==> src/rtl/nanotrade_pkg.sv <==
// Shared definitions for the nanotrade circuit-breaker path.
//   cb_mode_e     : class / circuit-breaker mode codes; the numeric code is also the severity
//   cb_req_t      : one request (valid, class, confidence)
//   cb_fsm_e      : controller state encoding
//   req_replaces  : pending-slot arbitration (severity, then confidence, newest wins a full tie)
//   req_issuable  : disposition of a request against the book's current mode
package nanotrade_pkg;

    typedef enum logic [1:0] {
        CB_NORMAL   = 2'b00,
        CB_THROTTLE = 2'b01,
        CB_WIDEN    = 2'b10,
        CB_PAUSE    = 2'b11
    } cb_mode_e;

    typedef struct packed {
        logic       valid;
        cb_mode_e   cls;
        logic [7:0] conf;
    } cb_req_t;

    typedef enum logic [1:0] {
        ST_IDLE = 2'b00,
        ST_LOAD = 2'b01,
        ST_COOL = 2'b10
    } cb_fsm_e;

    // True when severity of a is strictly above severity of b.
    function automatic logic sev_gt(input cb_mode_e a, input cb_mode_e b);
        return a > b;
    endfunction

    // True when cand should take the slot currently holding held.
    function automatic logic req_replaces(input cb_req_t held, input cb_req_t cand);
        if (!held.valid)                return 1'b1;
        if (sev_gt(cand.cls, held.cls)) return 1'b1;
        if (sev_gt(held.cls, cand.cls)) return 1'b0;
        return cand.conf >= held.conf;
    endfunction

    // Release only if something is latched; anomalies never de-escalate the book.
    function automatic logic req_issuable(input cb_mode_e c, input cb_mode_e s);
        if (c == CB_NORMAL) return s != CB_NORMAL;
        return !sev_gt(s, c);
    endfunction

endpackage

==> src/rtl/cb_confirm.sv <==
// Confidence gate and N-of-N debounce for the classifier stream.
//   clk, rst_n    : clock, asynchronous active-low reset
//   ml_valid      : classification strobe
//   ml_class      : class code
//   ml_conf       : classifier confidence
//   req           : confirmed request, valid for the cycle of the confirming strobe
//   fast          : the confirmation came from the high-confidence FLASH_CRASH bypass
module cb_confirm
    import nanotrade_pkg::*;
#(
    parameter int         CONFIRM_N  = 2,
    parameter logic [7:0] CONF_MIN   = 8'd64,
    parameter logic [7:0] CRASH_FAST = 8'd192
) (
    input  logic        clk,
    input  logic        rst_n,
    input  logic        ml_valid,
    input  logic [1:0]  ml_class,
    input  logic [7:0]  ml_conf,
    output cb_req_t     req,
    output logic        fast
);

    localparam logic [2:0] N = 3'(CONFIRM_N);

    cb_mode_e   cand_q, cand_d;
    logic [2:0] cnt_q, cnt_d;
    logic [2:0] cnt_inc;
    logic       qual;
    logic       is_fast;
    cb_mode_e   cls;

    assign cls     = cb_mode_e'(ml_class);
    assign qual    = ml_valid && (ml_conf >= CONF_MIN);
    assign is_fast = qual && (cls == CB_PAUSE) && (ml_conf >= CRASH_FAST);
    assign cnt_inc = (cls != cand_q) ? 3'd1 : ((cnt_q >= N) ? N : cnt_q + 3'd1);

    // NOTE: every variable driven here gets a default first, so no path leaves it unassigned and no latch is inferred.
    always_comb begin
        cand_d = cand_q;
        cnt_d  = cnt_q;
        req    = '0;
        fast   = 1'b0;
        if (ml_valid && !qual) begin
            cnt_d = 3'd0;
        end else if (is_fast) begin
            cand_d = CB_PAUSE;
            cnt_d  = 3'd0;
            req    = '{valid: 1'b1, cls: CB_PAUSE, conf: ml_conf};
            fast   = 1'b1;
        end else if (qual) begin
            cand_d = cls;
            if (cnt_inc == N) begin
                cnt_d = 3'd0;
                req   = '{valid: 1'b1, cls: cls, conf: ml_conf};
            end else begin
                cnt_d = cnt_inc;
            end
        end
    end

    // NOTE: state registers use non-blocking assignments so every flop samples pre-edge values.
    always_ff @(posedge clk or negedge rst_n) begin
        if (!rst_n) begin
            cand_q <= CB_NORMAL;
            cnt_q  <= 3'd0;
        end else begin
            cand_q <= cand_d;
            cnt_q  <= cnt_d;
        end
    end

endmodule

==> src/rtl/cb_controller.sv <==
// Circuit-breaker config initiator: turns confirmed classifier requests into
// cb_mode/cb_param/cb_load commands, with post-load cooldown and a one-deep pending slot.
//   clk, rst_n    : clock, asynchronous active-low reset
//   ml_valid      : classification strobe
//   ml_class      : 00 NORMAL, 01 QUOTE_STUFFING, 10 ORDER_IMBALANCE, 11 FLASH_CRASH
//   ml_conf       : classifier confidence
//   cb_state_in   : order book's current breaker mode
//   cb_mode       : mode to latch (held between loads)
//   cb_param      : parameter to latch (held between loads)
//   cb_load       : one-cycle latch strobe
//   pending       : a confirmed request is waiting for cooldown expiry
//   cooldown_act  : cooldown counter nonzero
//   load_count    : saturating count of loads issued
module cb_controller
    import nanotrade_pkg::*;
#(
    parameter int         CONFIRM_N  = 2,
    parameter logic [7:0] CONF_MIN   = 8'd64,
    parameter logic [7:0] CRASH_FAST = 8'd192,
    parameter logic [7:0] COOLDOWN   = 8'd16,
    parameter logic [7:0] PAUSE_MAX  = 8'd200
) (
    input  logic        clk,
    input  logic        rst_n,
    input  logic        ml_valid,
    input  logic [1:0]  ml_class,
    input  logic [7:0]  ml_conf,
    input  logic [1:0]  cb_state_in,
    output logic [1:0]  cb_mode,
    output logic [7:0]  cb_param,
    output logic        cb_load,
    output logic        pending,
    output logic        cooldown_act,
    output logic [7:0]  load_count
);

    cb_req_t    conf_req;
    logic       conf_fast;

    cb_confirm #(
        .CONFIRM_N  (CONFIRM_N),
        .CONF_MIN   (CONF_MIN),
        .CRASH_FAST (CRASH_FAST)
    ) u_confirm (
        .clk      (clk),
        .rst_n    (rst_n),
        .ml_valid (ml_valid),
        .ml_class (ml_class),
        .ml_conf  (ml_conf),
        .req      (conf_req),
        .fast     (conf_fast)
    );

    cb_fsm_e    state_q, state_d;
    logic [7:0] cool_q, cool_d;
    cb_req_t    pend_q, pend_d;
    cb_req_t    iss;
    cb_req_t    winner;
    logic       issue;
    cb_mode_e   book;
    logic [7:0] iss_param;

    assign book = cb_mode_e'(cb_state_in);

    always_comb begin
        state_d = state_q;
        cool_d  = (cool_q != 8'd0) ? cool_q - 8'd1 : 8'd0;
        pend_d  = pend_q;
        issue   = 1'b0;
        iss     = conf_req;
        winner  = pend_q;
        unique case (state_q)
            ST_IDLE: begin
                issue = conf_req.valid && req_issuable(conf_req.cls, book);
            end
            ST_LOAD: begin
                // The load cycle already counts as cooldown; a confirm here cannot load next
                // cycle (no back-to-back strobes), so it waits in the slot. The fast path
                // overwrites the slot outright.
                if (COOLDOWN > 8'd1) begin
                    state_d = ST_COOL;
                    if (conf_req.valid && (conf_fast || req_replaces(pend_q, conf_req)))
                        pend_d = conf_req;
                end else begin
                    state_d = ST_IDLE;
                end
            end
            ST_COOL: begin
                if (conf_fast) begin
                    issue  = req_issuable(conf_req.cls, book);
                    pend_d = '0;
                end else if (cool_q <= 8'd1) begin
                    // Expiry edge: pending and a same-edge confirmation compete under the slot rules.
                    if (conf_req.valid && req_replaces(pend_q, conf_req))
                        winner = conf_req;
                    pend_d = '0;
                    iss    = winner;
                    issue  = winner.valid && req_issuable(winner.cls, book);
                end else if (conf_req.valid && req_replaces(pend_q, conf_req)) begin
                    pend_d = conf_req;
                end
                if (!issue && cool_d == 8'd0)
                    state_d = ST_IDLE;
            end
            default: state_d = ST_IDLE;
        endcase
        if (issue) begin
            state_d = ST_LOAD;
            cool_d  = COOLDOWN;
        end
    end

    assign iss_param = (iss.cls == CB_PAUSE && iss.conf > PAUSE_MAX) ? PAUSE_MAX : iss.conf;

    // NOTE: the pending slot is reset in full even though only its valid bit gates behaviour, so its payload never carries X into arbitration.
    always_ff @(posedge clk or negedge rst_n) begin
        if (!rst_n) begin
            state_q    <= ST_IDLE;
            cool_q     <= 8'd0;
            pend_q     <= '0;
            cb_mode    <= 2'b00;
            cb_param   <= 8'd0;
            cb_load    <= 1'b0;
            load_count <= 8'd0;
        end else begin
            state_q <= state_d;
            cool_q  <= cool_d;
            pend_q  <= pend_d;
            cb_load <= issue;
            if (issue) begin
                cb_mode  <= iss.cls;
                cb_param <= iss_param;
                if (load_count != 8'hFF)
                    load_count <= load_count + 8'd1;
            end
        end
    end

    assign pending      = pend_q.valid;
    assign cooldown_act = (cool_q != 8'd0);

endmodule

==> config.mk <==
export PLATFORM = sky130hd
export DESIGN_NAME = cb_controller
export DESIGN_NICKNAME = d
export VERILOG_FILES = /design/src/rtl/nanotrade_pkg.sv /design/src/rtl/cb_confirm.sv /design/src/rtl/cb_controller.sv
export SDC_FILE = /design/constraint.sdc
export NUM_CORES = 1
export LEC_CHECK = 0
export BUFFER_PORTS_ARGS = -buffer_cell sky130_fd_sc_hd__buf_2
export CAP_MARGIN = 20
export CORE_MARGIN = 4
export CORE_UTILIZATION = 40
export DETAILED_ROUTE_END_ITERATION = 16
export GPL_TIMING_DRIVEN = 1
export PLACE_DENSITY = 0.67
export SLEW_MARGIN = 20
export SYNTH_ARGS = -nofsm -noshare
export SYNTH_HDL_FRONTEND = slang
export SYNTH_HIERARCHICAL = 1
export SYNTH_SLANG_ARGS = --single-unit
==> constraint.sdc <==
create_clock -name clk -period 15.65 [get_ports clk]
set_input_delay 0.7825 -clock clk [delete_from_list [all_inputs] [get_ports clk]]
set_output_delay 0.7825 -clock clk [all_outputs]
set_load 0.005 [all_outputs]
### After elaboration in Yosys (flattened, before gate mapping)

Index checks and enable logic that the tools add are counted.

| storage, ports and cells | value |
|---|---|
| word-level logic and storage cells | 170 |
| bits in registers | 45 |
| input port bits | 15 |

| cells by class | value |
|---|---|
| $add $sub $neg | 3 |
| reduce and logical (&&, ||, !) cells | 29 |
| muxes and demuxes | 105 |
| $lt $le $gt $ge | 10 |
| bitwise operators | 1 |
| eq/ne operators | 11 |

Operators with widths:

| operator | count |
|---|---|
| 2-to-1 mux 11 bit | 12 |
| 2-to-1 mux 1 bit | 74 |
| 2-to-1 mux 10 bit | 3 |
| 2-to-1 mux 8 bit | 3 |
| one-hot mux 11 bit (2 select lines) | 1 |
| 2-to-1 mux 3 bit | 6 |
| logical AND 1 bit | 11 |
| adder 8 x 1 -> 8 bit, second input constant | 1 |
| greater-or-equal comparator 8 x 7 -> 1 bit, second input constant | 1 |
| greater-or-equal comparator 8 bit | 1 |
| greater-or-equal comparator 8 bit, second input constant | 1 |
| > comparator 2 bit | 4 |
| > comparator 8 bit, second input constant | 1 |
| <= comparator 8 x 1 -> 1 bit, second input constant | 1 |
| logical NOT 8 bit | 1 |
| 2-to-1 mux 2 bit | 4 |
| inequality test 8 bit, second input constant | 1 |
| nonzero test 8 bit | 1 |
| subtractor 8 x 1 -> 8 bit, second input constant | 1 |
| == test 2 bit, second input constant | 3 |
| logical NOT 2 bit | 3 |
| one-hot mux 2 bit (3 select lines) | 1 |
| AND reduction 2 bit | 3 |
| nonzero test 2 bit | 3 |
| other kinds (14) | 18 |

### Depth between registers and ports, before layout

Gate-level depths: netlist of run 1.

| depth | value |
|---|---|
| depth in word-level cells | 48 |
| gate-level depth with buffers | 25 |
| depth with buffers taken out | 22 |

### Hierarchy

Netlist of run 1, hierarchy kept.

By module, submodules not included:

| module | sequential area each (um^2) | times used | cells an instance | area an instance (um^2) |
|---|---|---|---|---|
| cb_controller | 1001.0 | 1 | 265 | 2503.7 |
| cb_confirm | 125.1 | 1 | 62 | 465.4 |

### Least setup slack after synthesis of run 1

No wires, ideal clock.

| path | value |
|---|---|
| kind | input -> register |
| start | input ml_class[1] |
| end | register load_count[1] |
| cell stages on the path | 21 |
| required time | 15523 ps |
| data arrival time | 4832 ps |
| slack | 10691 ps |
| path buffers | 2 |
| path through | xnor2_1 -> o211ai_2 -> buf_6 -> o21ai_1 -> clkbuf_1 -> inv_1 -> ha_1 -> nor2b_1 -> o21ai_0 -> o21ai_0 -> nor2_1 -> mux2i_1 -> ha_1 -> nor2b_1 -> a2bb2oi_1 -> nor2_1 -> nor2_1 -> or3_4 -> a41oi_4 -> and2b_1 -> mux2_1 |

RTL lines:

| what | RTL line | source |
|---|---|---|
| start: declaration | cb_controller.sv:26 | `input logic [1:0] ml_class,` |
| end signal: assignment | cb_controller.sv:134 | `load_count <= load_count + 8'd1;` |
| end: declaration | cb_controller.sv:34 | `output logic [7:0] load_count` |

==> summary.md, run 1 <==
| Metric | Value |
|---|---|
| Die area | `8870 um^2` |
| TNS Setup | `0 ns` |
| Sw Share | `37.7%` |
| CP Buf/Inv Count | `2` |
| FFs w/ async S/R, synth | `100%` |
| Sw Pwr | `0.172 mW` |
| Routed Antenna Nets | `0` |
| CP max stage delay | `0.62 ns` |
| CTS tree | `done` |
| Pwr Density | `137 nW/um^2` |
| Unrepaired setup endpoints after global routing | `false` |
| Initial DRC count | `117` |
| Status | `finished, final reports clean` |
| Clock share of power | `20.1%` |
| DR pass1 iterations | `4` |
| DRC | `0` |
| Comb pwr share | `37.3%` |
| Port bufs | `35` |
| Fmax | `167 MHz` |
| Slew Viols, Final | `0` |
| HP Class | `primary input to async pin` |
| Slew HR | `32.6%` |
| Core Region | `7210 um^2` |
| Main synth FF type | `dfrtp_1` |
| Setup Crit Path Kind | `register to register` |
| Post-CTS setup buffer count | `0` |
| WP data required | `15.83 ns` |
| Final WL | `6.39 mm` |
| Clock-pin slew on the worst setup and hold paths | `0.09 ns` |
| Vias in the first global route | `2379` |
| Post-route minimum period | `5.98 ns` |
| Post-cts gate resize count | `0` |
| Cell family with most CP delay | `compound AO/OA/AOI/OAI gates` |
| CTS H-Tree Depth | `2` |
| Total global-route track usage | `15.7%` |
| Commonest cells after routing, fill and taps aside | `45 x dfrtp_1, 37 x nor2_1, 34 x buf_2` |
| Worst skew pair latency | `0.30 ns` |
| Diodes inserted | `0` |
| Final setup violation count | `0` |
| Synthesized instance count | `327` |
| Internal power | `0.285 mW` |
| Final std cells w/o fill | `459` |
| Hold-fix buffers, CTS | `0` |
| Final #Nets | `393` |
| Crit-path slowest cell | `a41oi_4` |
| CP Data Arrival Time | `6.16 ns` |
| Slew @ Worst Pin | `1.01 ns` |
| First-pass GRT wire length | `11.2 mm` |
| Hold Fails Final Rpt | `0` |
| Clk sinks | `45` |
| Post-synth EDFFs | `0` |
| # fillers | `722` |
| Die Wd | `94.2 um` |
| Share of layout cells above drive strength 1 | `17.2%` |
| Sequential fraction of the synthesis area | `37.9%` |
| Starting Density | `41.2%` |
| GPL Wtd Cong | `0.841` |
| Critical-path cell list | `inv_1 > ha_1 > nor3b_1 > o211ai_2 > o21ai_1 > inv_1 > ha_1 > nor2b_1 > o21ai_0 > o21ai_0 > nor2_1 > mux2i_1 > ha_1 > nor2b_1 > a2bb2oi_1 > nor2_1 > nor2_1 > or3_4 > a41oi_4 > and2b_1 > mux2_1` |
| FF-to-FF Start | `u_confirm/cnt_q[0]$_DFFE_PN0P_` |
| Worst Setup SP | `u_confirm/cnt_q[0]$_DFFE_PN0P_` |
| Peak VDD IR | `0.0614 mV` |
| Ys Warns | `6` |
| Max Fanout on Critical Path | `27` |
| Register bit total from synthesis | `45` |
| Largest net degree at the start of global routing | `46` |
| Flop pwr share | `42.6%` |
| Die Y | `94.2 um` |
| CP Capture Type | `register` |
| # rows | `31` |
| Grt total ovfl | `0` |
| Syn Area/Cell | `9.08 um^2` |
| Synth-to-layout area growth | `12.3%` |
| Antenna violations before repair | `0` |
| Ports | `36` |
| P_leak | `1.54 nW` |
| Placed Cells | `451` |
| Tcrit/Tclk final | `38.2%` |
| Clk buf depth | `2` |
| CTS root buf | `clkbuf_8` |
| Mapped Area | `2970 um^2` |
| Worst Setup Start Kind | `register` |
| Mapped Nets | `361` |
| MaxCap Viol Count | `0` |
| Commonest non-fill, non-tap cell in the layout | `dfrtp_1` |
| Vias | `2438` |
| Routed len/inst | `13.9 um` |
| Clock Skew | `0.0121 ns` |
| Detailed placer's ending HPWL | `4.81 mm` |
| TritonCTS buffer count | `5` |
| Yosys cell types | `54` |
| FF-to-FF setup slack | `9.67 ns` |
| Vias per inst | `5.31` |
state kept, by name (all words and copies together) (netlist names):
| register | count |
|---|---|
| state_q | 2 |
| pending | 1 |
| u_confirm/cnt_q | 3 |
| cb_load | 1 |
| u_confirm/cand_q | 2 |
| cb_mode | 2 |
| pend_q | 10 |
| cb_param | 8 |
| cool_q | 8 |
| load_count | 8 |
through the flow:
| stage | hold WS, ns | area, um^2 | util (%) | worst slack (ns) | power [mW] |
|---|---|---|---|---|---|
| after detailed placement | 0.483 | 3210 | 44.6 | 9.56 | 0.368 |
| after floorplan | 0.467 | 2970 | - | 10.69 | 0.316 |
| after CTS | 0.502 | 3330 | 46.2 | 9.67 | 0.461 |
| after global placement | 0.470 | 3210 | 44.6 | 9.75 | 0.362 |
| after global routing | 0.516 | 3330 | 46.2 | 9.02 | 0.499 |
| final | 0.473 | 3330 | 46.2 | 9.67 | 0.457 |
final cells by class:
cell class                      count  area, um^2  area share, %
Multi-Input combinational cell    250        1700           51.1
Clock inverter                      1        30.0          0.901
Inverter                           21        78.8           2.36
Sequential cell                    45        1130           33.8
Tap cell                           99         124           3.72
Clock buffer                        7        86.3           2.59
Timing Repair Buffer               36         185           5.56
power by group through the flow:
stage | Sequential [mW] | Combinational (mW) | Clock (mW)
floorplan | 0.188 | 0.128 | 0
global placement | 0.197 | 0.166 | 0
detailed placement | 0.197 | 0.171 | 0
CTS | 0.195 | 0.172 | 0.0935
global route | 0.202 | 0.198 | 0.0986
finish | 0.195 | 0.171 | 0.0917
layer usage:
layer	vias to the layer above	GRT usage (%)	wire length, um
met1	1165	21.0	2940
met3	9	2.72	213
met4	0	4.33	82
met2	35	26.2	3150
met5	-	0	0
li1	1229	-	-
synthesized netlist by cell type, types with 2 or more instances:
cell      count  area [um^2]
clkbuf_1      5         18.8
or3_4         2         22.5
o21ai_2       3         26.3
mux2_1        3         33.8
o21bai_1      2         15.0
a31oi_1       3         18.8
a41oi_1       2         17.5
a32o_1        2         20.0
and2_1        2         12.5
ha_1         19          238
nor3b_1       2         15.0
nor2_1       37          139
o21ai_1       8         40.0
xor2_1        3         26.3
xnor2_1       8         70.1
o21ai_0      19         95.1
inv_1        21         78.8
mux2i_1      12          120
and3_1        3         18.8
nand2_1      27          101
o22ai_1       2         12.5
buf_6         2         22.5
nor2b_1       3         18.8
mux2_2        7         78.8
nand3_1      23          115
nand2b_1      7         43.8
nand4_1       5         31.3
buf_2         4         20.0
a21oi_1      15         75.1
nor3_1        5         25.0
a211oi_1      2         15.0
o31ai_1       3         22.5
dfrtp_1      45         1130
cell families (layout without fill, tap and decap cells):
family / after synthesis / after routing / share of synthesized area, %
DFF: 45 / 45 / 37.9
muxes: 22 / 22 / 7.84
buffers and inverters: 32 / 65 / 4.72
AOI/OAI and AO/OA: 75 / 75 / 17.3
adders and majority gates: 19 / 19 / 8.01
xor gates and xnor gates: 11 / 11 / 3.25
and+or+nand+nor: 123 / 123 / 21.0
final timing paths:
| kind | to | depth (start not counted) |
|---|---|---|
| max in group asynchronous | pend_q[6]$_DFFE_PN0P_ | 1 |
| setup reg to reg | load_count[1]$_DFFE_PN0P_ | 21 |
| min in group clk | cb_param[4]$_DFFE_PN0N_ | 1 |
| setup / recovery | load_count[1]$_DFFE_PN0P_ | 21 |
| hold / removal | u_confirm/cnt_q[0]$_DFFE_PN0P_ | 1 |
| hold reg to reg | cb_param[4]$_DFFE_PN0N_ | 1 |
Power figures use the tool's default switching activity.
==> run 2: changes to the inputs <==
--- a/config.mk
+++ b/config.mk
@@ -11,7 +11,7 @@
 export CORE_UTILIZATION = 40
 export DETAILED_ROUTE_END_ITERATION = 16
 export GPL_TIMING_DRIVEN = 1
-export PLACE_DENSITY = 0.67
+export PLACE_DENSITY = 0.7
 export SLEW_MARGIN = 20
 export SYNTH_ARGS = -nofsm -noshare
 export SYNTH_HDL_FRONTEND = slang
==> constraint.sdc (replaced) <==
create_clock -name clk -period 5.38 [get_ports clk]
set_input_delay 0.269 -clock clk [delete_from_list [all_inputs] [get_ports clk]]
set_output_delay 0.269 -clock clk [all_outputs]
set_load 0.005 [all_outputs]
==> run 2 against run 1 <==
- highest routed layer unchanged
- power rose to 2.9 times the previous value
- critical endpoint is now cb_param[0]$_DFFE_PN0N_
- sequential power rose to 3.0 times the previous value
- worst setup slack got worse by 9.3 ns
- first-iteration DRC count is 53% higher
- final area is 2.2% higher
- cell count up 2.2%
- the flow now finishes with violations (negative hold slack)
- critical path depth shrank 1
- largest cell class unchanged
==> summary.md, run 2 (synthesis gave the netlist of run 1 again) <==
| Metric | Value |
|---|---|
| # fillers | `735 (+1.8%)` |
| Vias in the first global route | `2513 (+5.6%)` |
| Final hold slack | `-0.0501 ns (-0.524 ns)` |
| Unrepaired setup endpoints after global routing | `false` |
| Vias | `2512 (+3.0%)` |
| Worst Setup Start Kind | `register` |
| Peak VDD IR | `0.235 mV (+280%)` |
| Clock-pin slew on the worst setup and hold paths | `0.09 ns (about the same)` |
| DR pass1 iterations | `4 (unchanged)` |
| CTS tree | `done` |
| Status | `finished, violations left` |
| Commonest non-fill, non-tap cell in the layout | `dfrtp_1` |
| Grt total ovfl | `0 (unchanged)` |
| Core Region | `7210 um^2 (unchanged)` |
| Starting Density | `41.2% (unchanged)` |
| Met3 usage | `3.45% (+0.72 points)` |
| Max reg flops | `10 (unchanged)` |
| Die Wd | `94.2 um (unchanged)` |
| Final WL | `6.79 mm (+6.3%)` |
| CTS H-Tree Depth | `2 (unchanged)` |
| Max Fanout on Critical Path | `10 (-63%)` |
| Final instance area | `3410 um^2 (+2.2%)` |
| TritonCTS buffer count | `5 (unchanged)` |
| Port bufs | `35 (unchanged)` |
| Multi-input logic area | `1710 um^2 (+0.15%)` |
| Setup ws final | `0.403 ns (-9.26 ns)` |
| WP data required | `5.57 ns (-10.26 ns)` |
| Placement Cell Area | `3270 um^2 (+1.9%)` |
| GPL Wtd Cong | `0.861 (+2.4%)` |
| TNS Setup | `0 ns (unchanged)` |
| Total global-route track usage | `16.7% (+0.93 points)` |
| Synth-to-layout area growth | `14.7%` |
| Ports | `36 (unchanged)` |
| GR peak layer | `met2` |
| Routed len/inst | `14.5 um (+4.0%)` |
| Register area | `1130 um^2 (unchanged)` |
| Initial DRC count | `179 (+53%)` |
| FF-to-FF Start | `u_confirm/cnt_q[0]$_DFFE_PN0P_` |
| Share of layout cells above drive strength 1 | `19.7% (+2.5 points)` |
| Antenna violations before repair | `0 (unchanged)` |
| FF-to-FF setup slack | `0.40 ns (-9.26 ns)` |
| CTS root buf | `clkbuf_8` |
| Setup Crit Path Kind | `register to register` |
| Die area | `8870 um^2 (unchanged)` |
| DRC | `0 (unchanged)` |
| Largest net degree at the start of global routing | `46 (unchanged)` |
| P_leak | `1.59 nW (+3.2%)` |
| Pwr Density | `396 nW/um^2 (+190%)` |
| HP Class | `primary input to async pin` |
| Hold Fails Final Rpt | `45 (+45)` |
| Slew Viols, Final | `0 (unchanged)` |
| Violated checks | `negative hold slack` |
| Die Y | `94.2 um (unchanged)` |
| Clk sinks | `45 (unchanged)` |
| Worst skew pair latency | `0.30 ns (about the same)` |
| CP Data Arrival Time | `5.17 ns (-0.99 ns)` |
| MaxCap Viol Count | `0 (unchanged)` |
| R2R depth | `20 (-4.8%)` |
| First-pass GRT wire length | `11.8 mm (+5.2%)` |
| Detailed placer's ending HPWL | `5.18 mm (+7.8%)` |
| Largest Register | `pend_q` |
| Diodes inserted | `0 (unchanged)` |
| Clock Skew | `0.00501 ns (-0.00709 ns)` |
| Final setup violation count | `0 (unchanged)` |
| Slew @ Worst Pin | `0.966 ns (-0.0433 ns)` |
| Final #Nets | `403 (+2.5%)` |
| Commonest cells after routing, fill and taps aside | `45 x dfrtp_1, 37 x nor2_1, 34 x buf_2` |
| Met2 GRT Util | `28.3% (+2.1 points)` |
| Routed Antenna Nets | `0 (unchanged)` |
| Vias per inst | `5.36 (+0.84%)` |
| CP Capture Type | `register` |
| # rows | `31 (unchanged)` |
| Slew HR | `35.5% (+2.9 points)` |
| Post-route minimum period | `4.98 ns (-1.01 ns)` |
| Clk buf depth | `2 (unchanged)` |
| Fmax | `201 MHz (+20%)` |
| Tcrit/Tclk final | `92.5% (+54 points)` |
| Place WS | `0.382 ns (-9.17 ns)` |
| Met1 usage | `20.7% (-0.35 points)` |
| Worst reg2reg path endpoint | `cb_param[0]$_DFFE_PN0N_` |
| Layout Utilization | `47.2% (+1.0 points)` |
run 2: repair_timing:
action / CTS / global route
hold buffers: 0 / 0
buffers inserted: 0 / 2
endpoints found under the setup margin: 0 / 15
endpoints found under the hold margin: 0 / 0
resized for setup: 0 / 3
run 2: routing by layer:
layer	share of wire (%)	wire length, um	up-vias
li1	-	-	1252
met3	3.6	246	10
met4	2.0	138	0
met5	0	0	-
met2	49	3360	48
met1	45	3050	1202
run 2: area by class of cell:
class | instances | area share, %
inverter | 21 | 2.31
clock inverter | 2 | 1.14
timing repair buffer | 46 | 7.64
clock buffer | 6 | 2.13
tap | 99 | 3.64
sequential | 45 | 33.1
multi-input combinational | 250 | 50.1
run 2: how the worst max path moves through the flow:
stage	startpoint	to	slack, ns	depth (start not counted)
2_1_floorplan	u_confirm/cnt_q[0]$_DFFE_PN0P_	load_count[1]$_DFFE_PN0P_	0.49	23
3_3_place_gp	u_confirm/cnt_q[0]$_DFFE_PN0P_	load_count[1]$_DFFE_PN0P_	0.54	21
3_5_place_dp	u_confirm/cnt_q[0]$_DFFE_PN0P_	cool_q[3]$_DFF_PN0_	0.38	22
4_1_cts	u_confirm/cnt_q[0]$_DFFE_PN0P_	cool_q[3]$_DFF_PN0_	0.35	22
5_1_grt	u_confirm/cnt_q[0]$_DFFE_PN0P_	cb_param[0]$_DFFE_PN0N_	0.05	22
6_report	u_confirm/cnt_q[0]$_DFFE_PN0P_	cb_param[0]$_DFFE_PN0N_	0.40	20
run 2: metrics by stage:
stage | cells | total power [mW]
final | 469 | 1.35
after global routing | 469 | 1.47
after detailed placement | 459 | 1.09
after global placement | 459 | 1.06
after CTS | 467 | 1.36
after floorplan | 327 | 0.919
run 2: report_power, final:
group | leakage (nW) | total (mW) | switching [mW] | internal (mW)
combinational | 0.974 | 0.509 | 0.274 | 0.236
sequential | 0.564 | 0.577 | 0.127 | 0.450
clock | 0.0554 | 0.261 | 0.122 | 0.140
total | 1.59 | 1.35 | 0.522 | 0.825
run 2: worst max-delay path, cell delays in order (launching register included):
cell       delay, ns
dfrtp_1         0.44
inv_1           0.07
ha_1            0.31
nor3b_1         0.24
o211ai_2        0.12
buf_4           0.20
o21ai_2         0.25
ha_1            0.28
a2111o_1        0.39
a311oi_2        0.32
nor2_1          0.12
mux2i_1         0.13
ha_1            0.30
nor2b_1         0.13
a2bb2oi_1       0.12
nor2_1          0.14
o221ai_1        0.13
mux2_2          0.33
a41oi_4         0.29
buf_4           0.22
mux2_2          0.33
==> run 3: changes to the inputs <==
--- a/config.mk
+++ b/config.mk
@@ -7,11 +7,12 @@
 export LEC_CHECK = 0
 export BUFFER_PORTS_ARGS = -buffer_cell sky130_fd_sc_hd__buf_2
 export CAP_MARGIN = 20
+export CORE_ASPECT_RATIO = 1.5
 export CORE_MARGIN = 4
 export CORE_UTILIZATION = 40
 export DETAILED_ROUTE_END_ITERATION = 16
 export GPL_TIMING_DRIVEN = 1
-export PLACE_DENSITY = 0.7
+export PLACE_DENSITY = 0.67
 export SLEW_MARGIN = 20
 export SYNTH_ARGS = -nofsm -noshare
 export SYNTH_HDL_FRONTEND = slang
==> constraint.sdc (replaced) <==
create_clock -name clk -period 5.95 [get_ports clk]
set_input_delay 0.2975 -clock clk [delete_from_list [all_inputs] [get_ports clk]]
set_output_delay 0.2975 -clock clk [all_outputs]
set_load 0.005 [all_outputs]
==> run 3 against run 2 <==
- the flow still finishes with violations (negative hold slack)
- count of clock-buffer cells in the layout stayed put
- largest power group unchanged
- worst setup slack better by 0.098 ns
- via count is 1.2% lower
- critical endpoint is now cool_q[7]$_DFF_PN0_
- combinational power is 12% lower
- clock power is 22% lower
- clock skew is 0.00066 ns higher
- global-route usage is 0.93 points lower
- fmax is 8.7% lower
- critical path type unchanged
- sequential share of layout area is 0.68 points higher
- non-clock buffer count is 7 lower
==> summary.md, run 3 (synthesis gave the netlist of run 1 again) <==
| Metric | Value |
|---|---|
| Status | `finished, violations left` |
| Violated checks | `negative hold slack` |
| R2R depth | `22 (+10%)` |
| Worst Setup Start Kind | `register` |
| CTS tree | `done` |
| Max reg flops | `10 (unchanged)` |
| Synth-to-layout area growth | `12.4%` |
| Port bufs | `35 (unchanged)` |
| Clk sinks | `45 (unchanged)` |
| Tcrit/Tclk final | `91.6% (-0.94 points)` |
| Cell family with most CP delay | `compound AO/OA/AOI/OAI gates` |
| Clock Skew | `0.00567 ns (+0.000659 ns)` |
| Total power draw | `1.17 mW (-13%)` |
| Clk buf depth | `2 (unchanged)` |
| CTS root buf | `clkbuf_8` |
| Vias | `2482 (-1.2%)` |
| Post-CTS setup buffer count | `0 (unchanged)` |
| TritonCTS buffer count | `5 (unchanged)` |
| GPL Wtd Cong | `0.837 (-2.8%)` |
| Placed Cells | `455 (-0.87%)` |
| Slew HR | `35.4% (-0.062 points)` |
| Post-cts gate resize count | `0 (unchanged)` |
| Die Wd | `78.3 um (-17%)` |
| Routed Antenna Nets | `0 (unchanged)` |
| Final std cells w/o fill | `463 (-1.3%)` |
| Initial DRC count | `90 (-50%)` |
| DRC | `0 (unchanged)` |
| Die Y | `114 um (+21%)` |
| Pwr Density | `350 nW/um^2 (-12%)` |
| Worst skew pair latency | `0.30 ns (about the same)` |
| TNS Setup | `0 ns (unchanged)` |
| Final #Nets | `396 (-1.7%)` |
| Max Fanout on Critical Path | `12 (+2)` |
| Crit-path slowest cell | `dfrtp_1` |
| Slew Viols, Final | `0 (unchanged)` |
| Vias per inst | `5.36 (about the same)` |
| Starting Density | `41.1% (-0.071 points)` |
| FF-to-FF Start | `u_confirm/cnt_q[0]$_DFFE_PN0P_` |
| CP max stage delay | `0.46 ns (+0.02 ns)` |
| MaxCap Viol Count | `0 (unchanged)` |
| Peak VDD IR | `0.182 mV (-22%)` |
| Largest Register | `pend_q` |
| Diodes inserted | `0 (unchanged)` |
| DR pass1 iterations | `4 (unchanged)` |
| WP data required | `6.14 ns (+0.57 ns)` |
| Hold-fix buffers, CTS | `0 (unchanged)` |
| Vias in the first global route | `2544 (+1.2%)` |
| Final setup violation count | `0 (unchanged)` |
| Largest net degree at the start of global routing | `46 (unchanged)` |
| Ports | `36 (unchanged)` |
| Critical-path cell list | `inv_1 > ha_1 > nor3b_1 > o211ai_2 > o21ai_1 > inv_1 > ha_1 > nand2b_1 > a2111o_1 > a311oi_2 > nor2_1 > mux2i_1 > ha_1 > nor2b_1 > a2bb2oi_1 > nor2_1 > o221ai_1 > mux2_2 > a41oi_4 > buf_4 > nand2b_1 > nor2_1` |
| HP Class | `primary input to async pin` |
| Post-route minimum period | `5.45 ns (+0.472 ns)` |
| Fmax | `184 MHz (-8.7%)` |
| CTS H-Tree Depth | `2 (unchanged)` |
| First-pass GRT wire length | `11.3 mm (-3.9%)` |
| CP Data Arrival Time | `5.64 ns (+0.47 ns)` |
| Final WL | `6.50 mm (-4.3%)` |
| Share of layout cells above drive strength 1 | `18.2% (-1.5 points)` |
| Grt total ovfl | `0 (unchanged)` |
| Setup Crit Path Kind | `register to register` |
| FF-to-FF setup slack | `0.50 ns (+0.10 ns)` |
| Die area | `8890 um^2 (+0.32%)` |
| Slew @ Worst Pin | `0.965 ns (-0.00116 ns)` |
| Antenna violations before repair | `0 (unchanged)` |
| Commonest non-fill, non-tap cell in the layout | `dfrtp_1` |
| Commonest cells after routing, fill and taps aside | `45 x dfrtp_1, 37 x nor2_1, 34 x buf_2` |
| Core Region | `7230 um^2 (+0.17%)` |
| Detailed placer's ending HPWL | `4.94 mm (-4.7%)` |
| Clock-pin slew on the worst setup and hold paths | `0.09 ns (about the same)` |
| # rows | `38 (+23%)` |
| CP Buf/Inv Count | `3 (unchanged)` |
| Final hold slack | `-0.0205 ns (+0.0296 ns)` |
| Routed len/inst | `14.0 um (-3.0%)` |
| Worst reg2reg path endpoint | `cool_q[7]$_DFF_PN0_` |
| Total global-route track usage | `15.7% (-0.93 points)` |
| Hold Fails Final Rpt | `30 (-33%)` |
| P_leak | `1.55 nW (-2.5%)` |
| CP Capture Type | `register` |
| Unrepaired setup endpoints after global routing | `false` |
## run 3: cell count changes in the layout (fill, tap and decap cells not counted), sizes merged
| cell | previous run | this run |
|---|---|---|
| bufinv | 1 | 0 |
| clkinv | 1 | 2 |
| buf | 46 | 39 |
## run 3: area by class of cell
| cell class | count | area [um^2] |
|---|---|---|
| Clock inverter | 2 | 13.8 |
| Multi-Input combinational cell | 250 | 1700 |
| Timing Repair Buffer | 39 | 208 |
| Inverter | 21 | 78.8 |
| Clock buffer | 6 | 82.6 |
| Tap cell | 100 | 125 |
| Sequential cell | 45 | 1130 |
| Fill cell | 749 | 3890 |
## run 3: per-layer routing
layer / wire, um / global-route usage, %
met5: 0 / 0
met2: 3330 / 28.2
met1: 2770 / 18.1
met4: 148 / 6.53
met3: 253 / 3.16
## run 3: worst max path at each step
stage	start	cells after the start	slack [ns]	endpoint
2_1_floorplan	u_confirm/cnt_q[0]$_DFFE_PN0P_	23	1.06	load_count[1]$_DFFE_PN0P_
3_3_place_gp	u_confirm/cnt_q[0]$_DFFE_PN0P_	22	0.53	cool_q[3]$_DFF_PN0_
3_5_place_dp	u_confirm/cnt_q[0]$_DFFE_PN0P_	22	0.41	cool_q[3]$_DFF_PN0_
4_1_cts	u_confirm/cnt_q[0]$_DFFE_PN0P_	22	0.37	cool_q[3]$_DFF_PN0_
5_1_grt	u_confirm/cnt_q[0]$_DFFE_PN0P_	21	0.01	cool_q[3]$_DFF_PN0_
6_report	u_confirm/cnt_q[0]$_DFFE_PN0P_	22	0.50	cool_q[7]$_DFF_PN0_
## run 3: where the power goes
part | internal, mW | leakage, nW | switching, mW | total [mW]
logic | 0.207 | 0.938 | 0.242 | 0.449
registers | 0.407 | 0.564 | 0.107 | 0.515
clock network | 0.0943 | 0.0512 | 0.110 | 0.204
## run 3: through the flow
stage / setup slack [ns] / utilization [%] / instance area (um^2)
detailed placement: 0.407 / 44.8 / 3240
global route: 0.0104 / 46.2 / 3340
finish: 0.502 / 46.2 / 3340
CTS: 0.371 / 46.1 / 3330
global placement: 0.530 / 44.8 / 3240
floorplan: 1.06 / - / 2970
